## config.mk

```make
export PLATFORM = sky130hd
export DESIGN_NAME = instr_fetch_unit
export DESIGN_NICKNAME = d
export VERILOG_FILES = /design/src/rtl/instr_fetch_unit.sv
export SDC_FILE = /design/constraint.sdc
export NUM_CORES = 1
export LEC_CHECK = 0
export ABC_AREA = 0
export CORE_MARGIN = 2
export CORE_UTILIZATION = 40
export CTS_BUF_LIST = sky130_fd_sc_hd__clkbuf_16
export DETAILED_ROUTE_END_ITERATION = 10
export GPL_TIMING_DRIVEN = 0
export PLACE_DENSITY = 0.78
export SLEW_MARGIN = 10
export SYNTH_ARGS = -nofsm -noshare
export SYNTH_HDL_FRONTEND = slang
export SYNTH_SLANG_ARGS = --single-unit
```

## constraint.sdc

```tcl
create_clock -name clk -period 6.6 [get_ports clk]
set_clock_uncertainty 0.05 [all_clocks]
set_input_delay 1.32 -clock clk [delete_from_list [all_inputs] [get_ports clk]]
set_output_delay 1.32 -clock clk [all_outputs]
set_load 0.01 [all_outputs]
```

## src/rtl/instr_fetch_unit.sv

```systemverilog
// Fetch stage: owns the PC, issues word requests over req/ack, holds the fetched
// instruction until consumed, and computes PC+4 / LEGv8 branch targets.
`timescale 1ns/1ps
module instr_fetch_unit #(
  parameter logic [63:0] RESET_PC = 64'h0
) (
  input  logic        clk,
  input  logic        reset_n,
  output logic        imem_req,
  output logic [63:0] imem_addr,
  input  logic        imem_ack,
  input  logic [31:0] imem_rdata,
  output logic [31:0] instr,
  output logic [63:0] instr_pc,
  output logic        instr_valid,
  input  logic        instr_ready,
  input  logic        br_taken,
  input  logic        uncond_br,
  input  logic [25:0] br_addr26,
  input  logic [18:0] cond_addr19,
  input  logic        flush,
  input  logic [63:0] flush_pc
);

  typedef enum logic [1:0] {S_REQ, S_DRAIN, S_HOLD} state_e;

  state_e      state_q, state_d;
  logic [63:0] pc_q, pc_d;
  logic [63:0] addr_q, addr_d;
  logic        req_q, req_d;
  logic [31:0] instr_q, instr_d;
  logic [63:0] ipc_q, ipc_d;
  logic        valid_q, valid_d;

  logic [63:0] flush_tgt;
  logic [63:0] br_off;
  logic [63:0] next_pc;

  assign flush_tgt = flush_pc & ~64'd3;
  assign br_off    = uncond_br ? {{38{br_addr26[25]}}, br_addr26}
                               : {{45{cond_addr19[18]}}, cond_addr19};
  assign next_pc   = br_taken ? ipc_q + (br_off << 2) : ipc_q + 64'd4;

  always_ff @(posedge clk or negedge reset_n) begin
    if (!reset_n) state_q <= S_REQ;
    else          state_q <= state_d;
  end

  // req_q is low only in the first REQ cycle after reset; an ack there is not ours.
  always_comb begin
    state_d = state_q;
    unique case (state_q)
      S_REQ: begin
        if (flush)                   state_d = (req_q && !imem_ack) ? S_DRAIN : S_REQ;
        else if (req_q && imem_ack)  state_d = S_HOLD;
      end
      S_DRAIN: if (imem_ack)                state_d = S_REQ;
      S_HOLD:  if (flush || instr_ready)    state_d = S_REQ;
      default:                              state_d = S_REQ;
    endcase
  end

  always_comb begin
    pc_d    = pc_q;
    instr_d = instr_q;
    ipc_d   = ipc_q;
    if (flush)                                   pc_d = flush_tgt;
    else if (state_q == S_HOLD && instr_ready)   pc_d = next_pc;
    if (state_q == S_REQ && req_q && imem_ack && !flush) begin
      instr_d = imem_rdata;
      ipc_d   = pc_q;
    end
    valid_d = (state_d == S_HOLD);
    req_d   = (state_d != S_HOLD);
    // The in-flight address stays frozen through DRAIN while pc tracks flushes.
    addr_d  = (state_d == S_REQ) ? pc_d : addr_q;
  end

  always_ff @(posedge clk or negedge reset_n) begin
    if (!reset_n) begin
      pc_q    <= RESET_PC;
      addr_q  <= RESET_PC;
      req_q   <= 1'b0;
      instr_q <= '0;
      ipc_q   <= '0;
      valid_q <= 1'b0;
    end else begin
      pc_q    <= pc_d;
      addr_q  <= addr_d;
      req_q   <= req_d;
      instr_q <= instr_d;
      ipc_q   <= ipc_d;
      valid_q <= valid_d;
    end
  end

  assign imem_req    = req_q;
  assign imem_addr   = addr_q;
  assign instr       = instr_q;
  assign instr_pc    = ipc_q;
  assign instr_valid = valid_q;

endmodule

```

==> out/results.tsv <==
metric	value	unit
outcome	finished clean	
critPathMaxFanout	10	
synth.avg_cell_area	9.74	µm²
cts_hold_buf	0	
regArea	0.00571	mm²
grt_pass1_vias	12100	
clk_latency	0.55	ns
drt-wirelength-per-cell	21.1	µm
ys_async_sr_fraction	100	%
synth_edf_count	0	
synth-seq-cells	228	
fin_nets	1883	
power.leakage	7.58	nW
mostFrequentLayoutCells	304 x clkdlybuf4s50_1, 228 x dfrtp_1, 189 x nand2_1, 131 x mux2_2, 115 x a21oi_1	
worstMarginPinSlew	1.22	ns
powerDensity	364	mW/mm²
final_common_cell	clkdlybuf4s50_1	
grt_usage	26.5	%
drive_gt1_share	11.6	%
initial_core_util	40.4	%
setup_viol	0	
design.core.area	0.0323	mm²
maxSlewHeadroom	18.7	%
ant_nets	0	
antenna_found_initial	3	
peakVddDrop	240	µV
ys_warn_count	0	
area_growth	36.1	%
hold_class	reg2reg	
cts_buffer_depth	3	
drt-initial-drc-count	950	
whs	0.423	ns
io_buffers	305	
reg2reg_depth	12	
final_area	0.0177	mm²
reg2reg_to	imem_addr[59]	
die_w	185	µm
holdPathStages	2	
synth_nets	1548	
tritoncts	built	
dp_hpwl	34100	µm
arrival	6.40	ns
synthDistinctLibCells	58	
rsz0062_at_grt	false	
start_kind	input pin	
cts_buffers	26	
min_to	imem_addr[0]	
fill_cells	2864	
place_area	0.0167	mm²
ys.flop_type	dfrtp_1	
drt-pass1-iter-count	5	
crit_required	7.02	ns
dieHeight	185	µm
vias_per_cell	5.52	
rows	66	
wl	45100	µm
worst-setup-path-type	in2reg	
min_from	imem_addr[0]	
tritoncts_num_sinks	228	
num_vias	11800	
drv_cap	0	
fin_crit	5.97	ns
post_cts_resized	0	
post-route-period-util	90.5	%
globalRouteOverflowTotal	0	
finalHoldViolCount	0	
p_total	6.47	mW
multi_input_area	0.00697	mm²
ys_seq_area_share	43.8	%
grt_pass1_wl	69000	µm
grt_max_degree	113	
max_freq	167	MHz
root_buffer	clkbuf_16	
ios	310	
cp-end-kind	flop	
post-cts-setup-buffers	0	
maxSlewViolCount	0	
synthCells	1338	
ff2ff_setup_slack	2.42	ns
syn_area	0.0130	mm²
path_clk_slew	0.06	ns
gp_congestion	0.929	
drc	0	
die_area	0.0341	mm²
reg2reg_from	instr_pc[22]	
cts_max_level	1	
## logic make-up (layout without fill, tap and decap cells)
kind of cell | Yosys count | after routing | share of synthesized area, %
adders and majority gates | 62 | 62 | 6.01
other | 0 | 3 | 0
muxes | 170 | 170 | 14.4
xor gates and xnor gates | 47 | 47 | 3.16
DFF | 228 | 228 | 43.8
buffers and inverters | 97 | 451 | 2.83
and+or+nand+nor | 388 | 388 | 13.3
AOI/OAI and AO/OA | 346 | 346 | 16.5
## metrics by stage
stage | cells | util [%] | TNS (ns) | setup slack (ns)
after floorplan | 1338 | - | 0 | 1.10
after global placement | 2085 | 51.6 | -1214.07 | -5.35
after detailed placement | 2087 | 51.7 | 0 | 0.169
after CTS | 2134 | 54.9 | 0 | 0.706
after global routing | 2137 | 55.0 | 0 | 0.359
final | 2137 | 55.0 | 0 | 0.626
## critical path: stages
cell       delay (ns)
clkbuf_1         0.49
clkbuf_1         0.66
mux2i_1          0.32
nor2b_1          0.08
ha_1             0.27
buf_2            0.17
nand4_1          0.19
or2_0            0.30
o22ai_1          0.30
nor3_1           0.14
a2111oi_0        0.84
or3_1            0.22
nand2_1          0.15
or4_1            0.45
a32oi_1          0.29
mux2_2           0.20
## flip-flops by register name (all words and copies together) (netlist names)
signal	cells
imem_addr	64
instr_valid	1
instr_pc	64
instr	32
state_q	2
imem_req	1
pc_q	64
## cell usage after synthesis, types with 10 or more instances
library cell	n	area (µm²)
ha_1	61	763
inv_1	21	78.8
o21ai_0	95	475
a21oi_1	115	576
nand3_1	16	80.1
a21o_1	26	195
clkbuf_1	67	251
or3_1	12	75.1
nor2_1	78	293
nand2_1	189	709
o211ai_1	13	97.6
xor2_1	17	149
mux2i_1	37	370
a21boi_0	14	105
nor2b_1	21	131
nor3_1	16	80.1
xnor2_1	30	263
o21a_1	16	120
dfrtp_1	228	5710
mux2_2	131	1480
o21bai_1	10	75.1
nand4_1	23	144
## worst max-delay path by stage
stage	start	end	slack [ns]
detailed placement	uncond_br	imem_addr[46]	0.17
global route	uncond_br	imem_addr[59]	0.36
global placement	reset_n	instr_pc[61]	-5.35
floorplan	uncond_br	imem_addr[58]	1.10
finish	uncond_br	imem_addr[59]	0.63
CTS	uncond_br	imem_addr[46]	0.71
## per-layer routing
metal	vias to the layer above	GRT usage (%)	share of wire, %
li1	5469	-	-
met1	5752	33.9	41
met2	481	44.6	47
met3	90	4.82	7.6
met4	0	10.0	4.1
met5	-	0	0
## area by class of cell
cell class / instances / share of cell area (%)
inverters: 21 / 0.444
clock inverters: 20 / 2.00
clock buffers: 27 / 3.81
repair buffers: 307 / 17.5
multi-input cells: 1013 / 39.3
flip-flops and latches: 228 / 32.2
diodes: 3 / 0.0423
well taps: 442 / 3.12
plain buffers: 76 / 1.64
## power breakdown
part	internal (mW)	leakage [nW]	total (mW)	switching, mW
sequential	1.74	2.72	2.03	0.284
clock	1.13	0.504	1.74	0.608
combinational	1.31	4.36	2.70	1.39
total	4.18	7.58	6.47	2.28
Power figures use the tool's default switching activity.
